File: config.mk
export PLATFORM = sky130hd
export DESIGN_NAME = clk_div_prog
export DESIGN_NICKNAME = d
export VERILOG_FILES = /design/src/rtl/clk_div_pkg.sv /design/src/rtl/clk_div_half_stage.sv /design/src/rtl/clk_div_prog.sv
export SDC_FILE = /design/constraint.sdc
export NUM_CORES = 1
export LEC_CHECK = 0
export BUFFER_PORTS_ARGS = -buffer_cell sky130_fd_sc_hd__buf_2
export CAP_MARGIN = 20
export CORE_MARGIN = 3
export CORE_UTILIZATION = 50
export CTS_CLUSTER_SIZE = 10
export DETAILED_ROUTE_END_ITERATION = 16
export PLACE_DENSITY_LB_ADDON = 0.15
export SYNTH_ARGS = -nofsm -noshare
export SYNTH_HDL_FRONTEND = slang
export SYNTH_SLANG_ARGS = --single-unit
File: constraint.sdc
create_clock -name clk -period 3.74 [get_ports clk]
set_input_delay 0.748 -clock clk [delete_from_list [all_inputs] [get_ports clk]]
set_output_delay 0.748 -clock clk [all_outputs]
set_load 0.03 [all_outputs]
File: src/rtl/clk_div_pkg.sv
// ============================================================================
// Module      : clk_div_pkg
// Description : Shared types and constants for the programmable clock divider.
// Revision    : 1.0 - initial release
// ============================================================================
`default_nettype none

package clk_div_pkg;

    typedef enum logic {
        DIV_MODE_DUTY50 = 1'b0,
        DIV_MODE_PULSE  = 1'b1
    } div_mode_e;

    // Smallest ratio that still produces a distinct high and low phase.
    localparam int MIN_DIV = 2;

endpackage : clk_div_pkg

`default_nettype wire

File: src/rtl/clk_div_half_stage.sv
// ============================================================================
// Module      : clk_div_half_stage
// Description : Negedge half-cycle extension stage and odd/even duty select.
// Revision    : 1.0 - initial release
// ============================================================================
`default_nettype none

module clk_div_half_stage (
    input  logic clk,
    input  logic rst,
    input  logic i_pos_q,
    input  logic i_run,
    input  logic i_odd,
    output logic o_duty
);

    logic r_neg_q;

    always_ff @(negedge clk) begin
        if (rst) begin
            r_neg_q <= 1'b0;
        end else begin
            r_neg_q <= i_pos_q;
        end
    end

    // Gating with run lets a disable force the output low at the posedge
    // instead of waiting for the next falling edge to clear the extension.
    assign o_duty = i_odd ? (i_pos_q | (r_neg_q & i_run)) : i_pos_q;

endmodule : clk_div_half_stage

`default_nettype wire

File: src/rtl/clk_div_prog.sv
// ============================================================================
// Module      : clk_div_prog
// Description : Run-time programmable integer clock divider with 50% duty or
//               single-cycle pulse output and a ready/valid ratio interface.
// Revision    : 1.0 - initial release
// ============================================================================
`default_nettype none

module clk_div_prog
    import clk_div_pkg::*;
#(
    parameter int CNT_W       = 8,
    parameter int DEFAULT_DIV = 7
) (
    input  logic             clk,
    input  logic             rst,
    input  logic             en,
    input  logic             mode,
    input  logic [CNT_W-1:0] div_val,
    input  logic             div_load,
    output logic             div_rdy,
    output logic             div_err,
    output logic [CNT_W-1:0] div_cur,
    output logic             clk_out,
    output logic             tick
);

    localparam logic [CNT_W-1:0] c_DEFAULT_DIV = CNT_W'(DEFAULT_DIV);
    localparam logic [CNT_W-1:0] c_MIN_DIV     = CNT_W'(MIN_DIV);
    localparam logic [CNT_W-1:0] c_ONE         = CNT_W'(1);

    generate
        if ((DEFAULT_DIV < MIN_DIV) || (DEFAULT_DIV > ((2 ** CNT_W) - 1))) begin : g_bad_default
            $error("clk_div_prog: DEFAULT_DIV outside legal range");
        end
    endgenerate

    logic [CNT_W-1:0] r_cnt;
    logic             r_run;
    logic             r_pos_q;
    logic [CNT_W-1:0] r_div_cur;
    div_mode_e        r_mode_cur;
    logic [CNT_W-1:0] r_pending;
    logic             r_div_rdy;
    logic             r_div_err;

    logic             w_last;
    logic             w_wrap;
    logic             w_apply;
    logic             w_xfer;
    logic             w_val_ok;
    logic [CNT_W-1:0] w_cnt_nxt;
    logic [CNT_W-1:0] w_div_nxt;
    logic             w_pulse;
    logic             w_duty;

    assign w_last   = (r_cnt == (r_div_cur - c_ONE));
    assign w_wrap   = r_run & w_last;
    // While idle every edge is a period boundary, so a new ratio or mode
    // takes hold before the first period starts.
    assign w_apply  = w_wrap | ~r_run;
    assign w_xfer   = div_load & r_div_rdy;
    assign w_val_ok = (div_val >= c_MIN_DIV);

    always_comb begin
        w_cnt_nxt = '0;
        if (en && r_run && !w_last) begin
            w_cnt_nxt = r_cnt + c_ONE;
        end
    end

    always_comb begin
        w_div_nxt = r_div_cur;
        if (w_apply && !r_div_rdy) begin
            w_div_nxt = r_pending;
        end
    end

    always_ff @(posedge clk) begin
        if (rst) begin
            r_cnt      <= '0;
            r_run      <= 1'b0;
            r_pos_q    <= 1'b0;
            r_div_cur  <= c_DEFAULT_DIV;
            r_mode_cur <= DIV_MODE_DUTY50;
            r_pending  <= '0;
            r_div_rdy  <= 1'b1;
            r_div_err  <= 1'b0;
        end else begin
            r_run     <= en;
            r_cnt     <= w_cnt_nxt;
            r_pos_q   <= en & (w_cnt_nxt < (w_div_nxt >> 1));
            r_div_err <= w_xfer & ~w_val_ok;
            r_div_cur <= w_div_nxt;

            if (w_apply) begin
                r_mode_cur <= div_mode_e'(mode);
            end

            // Apply needs rdy low and a transfer needs rdy high, so a load
            // on the wrap cycle always waits for the following wrap.
            if (w_apply && !r_div_rdy) begin
                r_div_rdy <= 1'b1;
            end else if (w_xfer && w_val_ok) begin
                r_pending <= div_val;
                r_div_rdy <= 1'b0;
            end
        end
    end

    clk_div_half_stage u_half_stage (
        .clk     (clk),
        .rst     (rst),
        .i_pos_q (r_pos_q),
        .i_run   (r_run),
        .i_odd   (r_div_cur[0]),
        .o_duty  (w_duty)
    );

    assign w_pulse = r_run & (r_cnt == '0);

    assign clk_out = (r_mode_cur == DIV_MODE_PULSE) ? w_pulse : w_duty;
    assign tick    = w_wrap;
    assign div_rdy = r_div_rdy;
    assign div_err = r_div_err;
    assign div_cur = r_div_cur;

endmodule : clk_div_prog

`default_nettype wire

==> qor.txt, run 1 <==
Vias = 1,354
GPL Wtd Cong = 0.821
Min-delay src = r_pending[5]
Clock Latency Late Sink = 0.36 ns
Failing checks = negative setup slack
Syn avg cell area = 9.17 µm²
Clock slew at reported path FFs = 0.10 ns
Synthesis-stage register bit count = 30
Synth Area in Adders = 6.86%
Xor/xnor share of the synthesized area = 6.94%
Compound-gate portion of the synthesized area = 14.6%
Largest family of logic cells by synthesized area = simple AND/OR/NAND/NOR gates
Worst hold margin = 0.513 ns
Cell variety after synth = 42
Critical path startpoint = u_half_stage.r_neg_q
Die area = 4010 µm²
Most frequent cells in the layout = 30 x dfxtp_1, 28 x nor2_1, 23 x buf_2
Setup violators final = 1
Max Slew Vio Count = 0
Leakage = 0.000824 µW
IO Pins = 25
Port-buffer cells = 24
Wire per inst = 14.2 µm
Worst r2r src = div_cur[0]
Clock tree buffer depth = 2
Core Box Area = 3100 µm²
Hold Path Class = flip-flop to flip-flop
CTS tree = built
Vias per Instance = 5.33
Register area share after synthesis = 36.6%
Die Width = 63.3 µm
Critical Path Source Type = flip-flop
Number of DRC markers in iteration 0 = 61
Yosys warns = 0
Async S/R FF share, synth = 0%
Clock Sinks = 30
Root buffer cell = clkbuf_4
Initial antenna violation count = 0
Largest net degree at the start of global routing = 19
Row count = 20
Initial Utilization = 52.9%
Total CTS buffers = 5
Syn Nets = 201
Total wire length = 3620 µm
Setup total negative slack = -0.0303 ns
Wire length of the first global-routing pass = 5940 µm
Power per cell area = 409 nW/µm²
EDFF count, synth = 0
Commonest non-fill, non-tap cell in the layout = dfxtp_1
Setup ws final = -0.0303 ns
RSZ-0062 raised after global routing = true
P&R area growth vs syn = 18.1%
Die H = 63.3 µm
Reg-to-reg setup timing slack = 0.38 ns
Worst Path Required = 2.99 ns
CP max FO = 1
Status = finished with violations
Total Nets Final = 231
Max Cap Viol = 0
GRT overflow = 0
Post-Synthesis Cell Area = 1640 µm²
Final Hold Viols = 0
Worst slew pin tran = 0.921 ns
Tot GR Track Use = 19.0%
Path type of the worst setup path = flip-flop to output pin
Remaining DRCs = 0
CP Cell Sequence = a21o_2, a21oi_2, a21oi_1, buf_4
Crit path max-delay cell type = dfxtp_1
N_diodes = 0
DRT antenna net count = 0
VDD IR max = 335 µV
H-tree depth = 2
Worst path arrival time = 3.02 ns
CP endpoint kind = output pin
First drt pass iteration count = 4
Slowest Stage Delay on Critical Path = 0.29 ns
Dpl hpwl = 2880 µm
Share of layout cells above drive strength 1 = 22.4%
Post-synthesis instance total = 179
Setup Buffers After CTS = 0
Simple-gate share of the synthesized area = 21.0%
Slew HR = 38.6%
Vias in the first global route = 1,268
Fin Clk Skew = 0.0388 ns
Mux cell area share after synthesis = 9.15%
Top FF cell, synth = dfxtp_1
cells by family (layout without fill, tap and decap cells):
kind of cell	after synthesis	count (layout)
compound gates	25	25
xor+xnor	13	13
fa+ha+maj	9	9
buf+inv	18	49
flops	30	30
mux	15	15
simple gates	69	69
worst paths after layout:
path / to / cells after the start
min reg2reg: r_pending[5] / 2
max reg2reg: r_pos_q / 14
max: clk_out / 4
min: r_pending[5] / 2
report_power, final:
part | leakage [µW] | total, µW | switching (µW) | internal, µW
registers | 0.000245 | 346 | 12.8 | 333
clock network | 0.0000638 | 345 | 117 | 228
logic | 0.000515 | 101 | 58.5 | 42.9
total | 0.000824 | 792 | 188 | 604
Yosys cell counts, types with 2 or more instances:
cell type   n  area (µm²)
dfxtp_1    30         601
nor2_1     28         105
mux2i_1    15         150
inv_1      12        45.0
ha_1        9         113
nand2_1     9        33.8
xor2_1      8        70.1
nand2b_1    6        37.5
nor4_1      5        31.3
xnor2_1     5        43.8
a21oi_1     4        20.0
clkbuf_1    4        15.0
nand3_1     4        20.0
nor3_1      4        20.0
o211ai_1    3        22.5
a211oi_1    2        15.0
a21o_1      2        15.0
and3_1      2        12.5
o21ai_0     2        10.0
o21ai_1     2        10.0
or2_2       2        12.5
per-layer routing:
layer / up-vias / global-route usage (%) / wire length, µm
met4: 0 / 4.04 / 15
met1: 651 / 24.6 / 1720
met2: 18 / 31.4 / 1780
met3: 2 / 5.70 / 103
met5: - / 0 / 0
li1: 683 / - / -
per-stage QoR:
stage               total power, µW  setup WS [ns]  cells  utilization [%]  area [µm²]
finish                          792        -0.0303    254             62.5        1940
global route                    828         -0.104    254             62.5        1940
CTS                             797        -0.0455    254             62.5        1940
detailed placement              456          0.288    246             58.7        1820
global placement                453          0.305    246             58.7        1820
floorplan                       425          0.183    179                -        1640
critical path: cells and delay by family, from the launching register on:
kind                   cells  cell delay (ns)
DFF                        1             0.29
AOI/OAI and AO/OA          3             0.33
buffers and inverters      1             0.17
area by class of cell:
cell class                      instances  area [µm²]
Clock inverter                          3        63.8
Timing Repair Buffer                   29         160
Sequential cell                        30         601
Tap cell                               44        55.1
Clock buffer                            6        51.3
Fill cell                             279        1160
Multi-Input combinational cell        131         966
Inverter                               11        41.3
repair_timing:
item                       in CTS  in global routing
setup endpoints to repair       1                  1
hold buffers                    0                  0
hold endpoints to repair        0                  0
resized for setup               2                  0
pin swaps                       2                  0
No activity file was read; power rests on OpenSTA's default activity.
==> inputs of run 2 (changes only) <==
--- a/config.mk
+++ b/config.mk
@@ -12,6 +12,7 @@
 export CTS_CLUSTER_SIZE = 10
 export DETAILED_ROUTE_END_ITERATION = 16
 export PLACE_DENSITY_LB_ADDON = 0.15
+export SKIP_CTS_REPAIR_TIMING = 1
 export SYNTH_ARGS = -nofsm -noshare
 export SYNTH_HDL_FRONTEND = slang
 export SYNTH_SLANG_ARGS = --single-unit
==> qor.txt, run 2 (same netlist as run 1, synthesis figures left out) <==
VDD IR max = 335 µV (-0.14%)
Setup ws final = -0.0368 ns (-0.00650 ns)
IO Pins = 25 (unchanged)
Row count = 20 (unchanged)
Leakage = 0.000826 µW (+0.18%)
Vias in the first global route = 1,260 (-0.63%)
Largest net degree at the start of global routing = 19 (unchanged)
Max Cap Viol = 0 (unchanged)
R2r worst-path depth = 14 (unchanged)
Final Hold Viols = 0 (unchanged)
CP Cell Sequence = a21o_2, a21oi_2, a21oi_2, buf_6
Port-buffer cells = 24 (unchanged)
Design area = 1950 µm² (+0.45%)
CP max FO = 1 (unchanged)
Worst path arrival time = 3.03 ns (about the same)
First drt pass iteration count = 4 (unchanged)
Clock slew at reported path FFs = 0.10 ns (about the same)
Remaining DRCs = 0 (unchanged)
Clock Latency Late Sink = 0.36 ns (about the same)
RSZ-0062 raised after global routing = true
Worst hold path stage count = 2 (unchanged)
Worst Path Required = 2.99 ns (about the same)
Number of DRC markers in iteration 0 = 61 (unchanged)
Clock Sinks = 30 (unchanged)
N_diodes = 0 (unchanged)
Reg-to-reg setup timing slack = 0.38 ns (about the same)
Internal = 605 µW (+0.23%)
Vias per Instance = 5.37 (+0.74%)
Switch Pwr = 189 µW (+0.41%)
Crit path max-delay cell type = dfxtp_2
Worst slew pin tran = 0.918 ns (-0.00306 ns)
Critical Path Source Type = flip-flop
Status = finished with violations
Max Slew Vio Count = 0 (unchanged)
Fin Clk Skew = 0.0381 ns (-0.000616 ns)
Dpl hpwl = 2880 µm (unchanged)
Setup violators final = 1 (unchanged)
GPL Wtd Cong = 0.821 (unchanged)
Placed cell area = 1820 µm² (unchanged)
Hold Path Class = flip-flop to flip-flop
Worst Path Buf+Inv = 1 (unchanged)
Sw Ratio = 23.8% (+0.032 points)
Combinational Power Share = 13.0% (+0.2 points)
CP dominant cell by count = a21oi_2
Most frequent cells in the layout = 29 x dfxtp_1, 28 x nor2_1, 23 x buf_2
Sequential Power Share = 43.6% (about the same)
Worst hold margin = 0.513 ns (+0.000168 ns)
Tot GR Track Use = 19.0% (-0.075 points)
Clock Power Share = 43.4% (about the same)
Vias = 1,364 (+0.74%)
Initial antenna violation count = 0 (unchanged)
Die area = 4010 µm² (unchanged)
Commonest non-fill, non-tap cell in the layout = dfxtp_1
Root buffer cell = clkbuf_4
Path type of the worst setup path = flip-flop to output pin
Die H = 63.3 µm (unchanged)
Initial Utilization = 52.9% (unchanged)
Die Width = 63.3 µm (unchanged)
Crit. path cell count = 4 (unchanged)
CP endpoint kind = output pin
Crit path max-delay family = compound AO/OA/AOI/OAI gates
Share of layout cells above drive strength 1 = 23.3% (+0.95 points)
Power per cell area = 408 nW/µm² (-0.18%)
Clock tree buffer depth = 2 (unchanged)
Total wire length = 3640 µm (+0.75%)
Wire length of the first global-routing pass = 5910 µm (-0.45%)
Total Nets Final = 231 (unchanged)
P&R area growth vs syn = 18.6%
Core Box Area = 3100 µm² (unchanged)
H-tree depth = 2 (unchanged)
Slowest Stage Delay on Critical Path = 0.30 ns (about the same)
DRT antenna net count = 0 (unchanged)
Total CTS buffers = 5 (unchanged)
CTS tree = built
GRT overflow = 0 (unchanged)
Slew HR = 38.8% (+0.20 points)
Wire per inst = 14.3 µm (+0.75%)
Failing checks = negative setup slack
run 2: power by group through the flow:
| stage | registers (µW) | clock network [µW] | logic (µW) |
|---|---|---|---|
| floorplan | 357 | 3.35 | 65.1 |
| global placement | 352 | 3.35 | 98.0 |
| detailed placement | 353 | 3.35 | 100 |
| CTS | 346 | 349 | 100 |
| global route | 348 | 369 | 113 |
| finish | 346 | 344 | 104 |
run 2: final cells by class:
cell class | count | area [µm²]
Clock buffer | 6 | 51.3
Clock inverter | 3 | 63.8
Fill cell | 276 | 1160
Inverter | 11 | 41.3
Multi-Input combinational cell | 131 | 970
Sequential cell | 30 | 602
Tap cell | 44 | 55.1
Timing Repair Buffer | 29 | 164
run 2: per-stage QoR:
| stage | utilization [%] | total power (µW) | instances | setup slack, ns | setup TNS (ns) |
|---|---|---|---|---|---|
| floorplan | - | 425 | 179 | 0.183 | 0 |
| global placement | 58.7 | 453 | 246 | 0.305 | 0 |
| detailed placement | 58.7 | 456 | 246 | 0.288 | 0 |
| CTS | 62.3 | 795 | 254 | -0.0942 | -0.0942 |
| global route | 62.7 | 831 | 254 | -0.101 | -0.101 |
| finish | 62.7 | 794 | 254 | -0.0368 | -0.0368 |
run 2: final timing paths:
kind,from,endpoint
worst max-delay path,u_half_stage.r_neg_q,clk_out
worst min-delay path,r_pending[5],r_pending[5]
worst max register to register,div_cur[0],r_pos_q
worst min register to register,r_pending[5],r_pending[5]
run 2: tightest hold or removal path: cells and delay by family, from the launching register on:
family / cells / cell delay [ns]
AOI/OAI and AO/OA: 1 / 0.06
DFF: 1 / 0.35
and+or+nand+nor: 1 / 0.07
run 2: per-layer routing:
layer | GRT usage (%) | share of wire, % | vias to the layer above
li1 | - | - | 683
met1 | 24.5 | 47 | 659
met2 | 31.2 | 50 | 20
met3 | 5.70 | 3.0 | 2
met4 | 4.04 | 0.41 | 0
met5 | 0 | 0 | -
==> inputs of run 3 (changes only) <==
--- a/config.mk
+++ b/config.mk
@@ -8,7 +8,7 @@
 export BUFFER_PORTS_ARGS = -buffer_cell sky130_fd_sc_hd__buf_2
 export CAP_MARGIN = 20
 export CORE_MARGIN = 3
-export CORE_UTILIZATION = 50
+export CORE_UTILIZATION = 56
 export CTS_CLUSTER_SIZE = 10
 export DETAILED_ROUTE_END_ITERATION = 16
 export PLACE_DENSITY_LB_ADDON = 0.15
==> qor.txt, run 3 (same netlist as run 1, synthesis figures left out) <==
Die Width = 60.1 µm (-5.0%)
Clock Latency Late Sink = 0.38 ns (+0.02 ns)
Met2 Use GR = 36.7% (+5.5 points)
Tot GR Track Use = 23.5% (+4.5 points)
Met1 usage = 30.1% (+5.6 points)
CP max FO = 1 (unchanged)
Root buffer cell = clkbuf_4
Inst Count DP = 232 (-5.7%)
Clock slew at reported path FFs = 0.09 ns (about the same)
Setup total negative slack = -0.0674 ns (-0.0306 ns)
Core Box Area = 2780 µm² (-10%)
Non-filler cells, final = 240 (-5.5%)
CTS tree = built
P&R area growth vs syn = 13.6%
Fin Clk Skew = 0.0489 ns (+0.0108 ns)
Setup violators final = 1 (unchanged)
Worst path arrival time = 3.06 ns (+0.03 ns)
Wire per inst = 15.5 µm (+8.3%)
GR Layer Usage met3 = 5.83% (+0.13 points)
Critical Path Source Type = flip-flop
Footprint of the multi-input gates = 976 µm² (+0.65%)
Reg-to-reg setup timing slack = 0.28 ns (-0.10 ns)
IO Pins = 25 (unchanged)
Total wire length = 3730 µm (+2.3%)
Initial Utilization = 59.0% (+6.1 points)
GRT overflow = 0 (unchanged)
RSZ-0062 raised after global routing = true
Port-buffer cells = 24 (unchanged)
GPL Wtd Cong = 0.888 (+8.2%)
Row count = 19 (-5.0%)
Power per cell area = 340 nW/µm² (-17%)
Clock Sinks = 30 (unchanged)
Max Cap Viol = 0 (unchanged)
DRT antenna net count = 0 (unchanged)
Total Nets Final = 230 (-0.43%)
Failing checks = negative setup slack
Slowest Stage Delay on Critical Path = 0.29 ns (about the same)
Worst Path Required = 2.99 ns (about the same)
N_diodes = 0 (unchanged)
Share of layout cells above drive strength 1 = 22.5% (-0.85 points)
Clock tree buffer depth = 2 (unchanged)
Most frequent cells in the layout = 30 x dfxtp_1, 28 x nor2_1, 23 x buf_2
Vias per Instance = 5.71 (+6.3%)
CP endpoint kind = output pin
Number of DRC markers in iteration 0 = 95 (+56%)
Initial antenna violation count = 0 (unchanged)
Commonest non-fill, non-tap cell in the layout = dfxtp_1
Die H = 60.1 µm (-5.0%)
Largest net degree at the start of global routing = 19 (unchanged)
Final Hold Viols = 0 (unchanged)
Max Slew Vio Count = 0 (unchanged)
Hold Path Class = flip-flop to flip-flop
Setup ws final = -0.0674 ns (-0.0306 ns)
Most used routing layer in global routing = met2
Wire length of the first global-routing pass = 6100 µm (+3.1%)
Vias in the first global route = 1,305 (+3.6%)
Total CTS buffers = 5 (unchanged)
FF/Latch Area = 601 µm² (-0.21%)
Slew HR = 41.0% (+2.2 points)
Die area = 3620 µm² (-9.7%)
Leakage = 0.000797 µW (-3.5%)
Path type of the worst setup path = flip-flop to output pin
CP Cell Sequence = a21o_2, a21oi_2, a21oi_1, buf_4
Vias = 1,370 (+0.44%)
VDD IR max = 297 µV (-11%)
First drt pass iteration count = 4 (unchanged)
Worst slew pin tran = 0.885 ns (-0.0332 ns)
Final Core Density = 67.0% (+4.3 points)
H-tree depth = 2 (unchanged)
Dpl hpwl = 2890 µm (+0.40%)
Remaining DRCs = 0 (unchanged)
Fillcell total = 243 (-12%)
Status = finished with violations
Crit path max-delay cell type = dfxtp_1
==> run 3: metrics by stage <==
step,setup slack (ns),hold WS (ns),instance area [µm²],total power [µW]
3_5_place_dp,0.234,0.480,1800,455
6_report,-0.0674,0.502,1860,634
2_1_floorplan,0.183,0.453,1640,425
5_1_grt,-0.127,0.538,1860,669
3_3_place_gp,0.308,0.485,1800,451
4_1_cts,-0.114,0.502,1850,636
==> run 3: area by class of cell <==
cell class / count / area share, %
flip-flops and latches: 30 / 32.2
clock buffers: 6 / 2.21
clock inverters: 3 / 0.738
repair buffers: 28 / 8.19
multi-input cells: 131 / 52.3
inverters: 11 / 2.21
well taps: 31 / 2.08
==> run 3: worst max-delay path, delay by kind of cell (launching register included) <==
| family | cells | cell delay (ns) |
|---|---|---|
| flip-flops | 1 | 0.29 |
| AO/OA/AOI/OAI | 3 | 0.36 |
| buffers and inverters | 1 | 0.17 |
==> run 3: worst paths after layout <==
path                        startpoint          to  cells past startpoint
hold reg to reg           r_pending[0]  div_cur[0]                      2
setup / recovery  u_half_stage.r_neg_q     clk_out                      4
hold / removal            r_pending[0]  div_cur[0]                      2
setup reg to reg            div_cur[1]     r_pos_q                     14
==> run 3: power breakdown <==
part	switching, µW	internal [µW]	total (µW)	leakage, µW
Combinational	58.1	42.5	101	0.000514
Clock	113	72.8	186	0.0000373
Sequential	14.5	333	347	0.000245
==> run 3: layer usage <==
| layer | vias to the layer above | part of all wire, % |
|---|---|---|
| met5 | - | 0 |
| li1 | 683 | - |
| met3 | 6 | 4.9 |
| met4 | 0 | 1.4 |
| met1 | 642 | 44 |
| met2 | 39 | 49 |
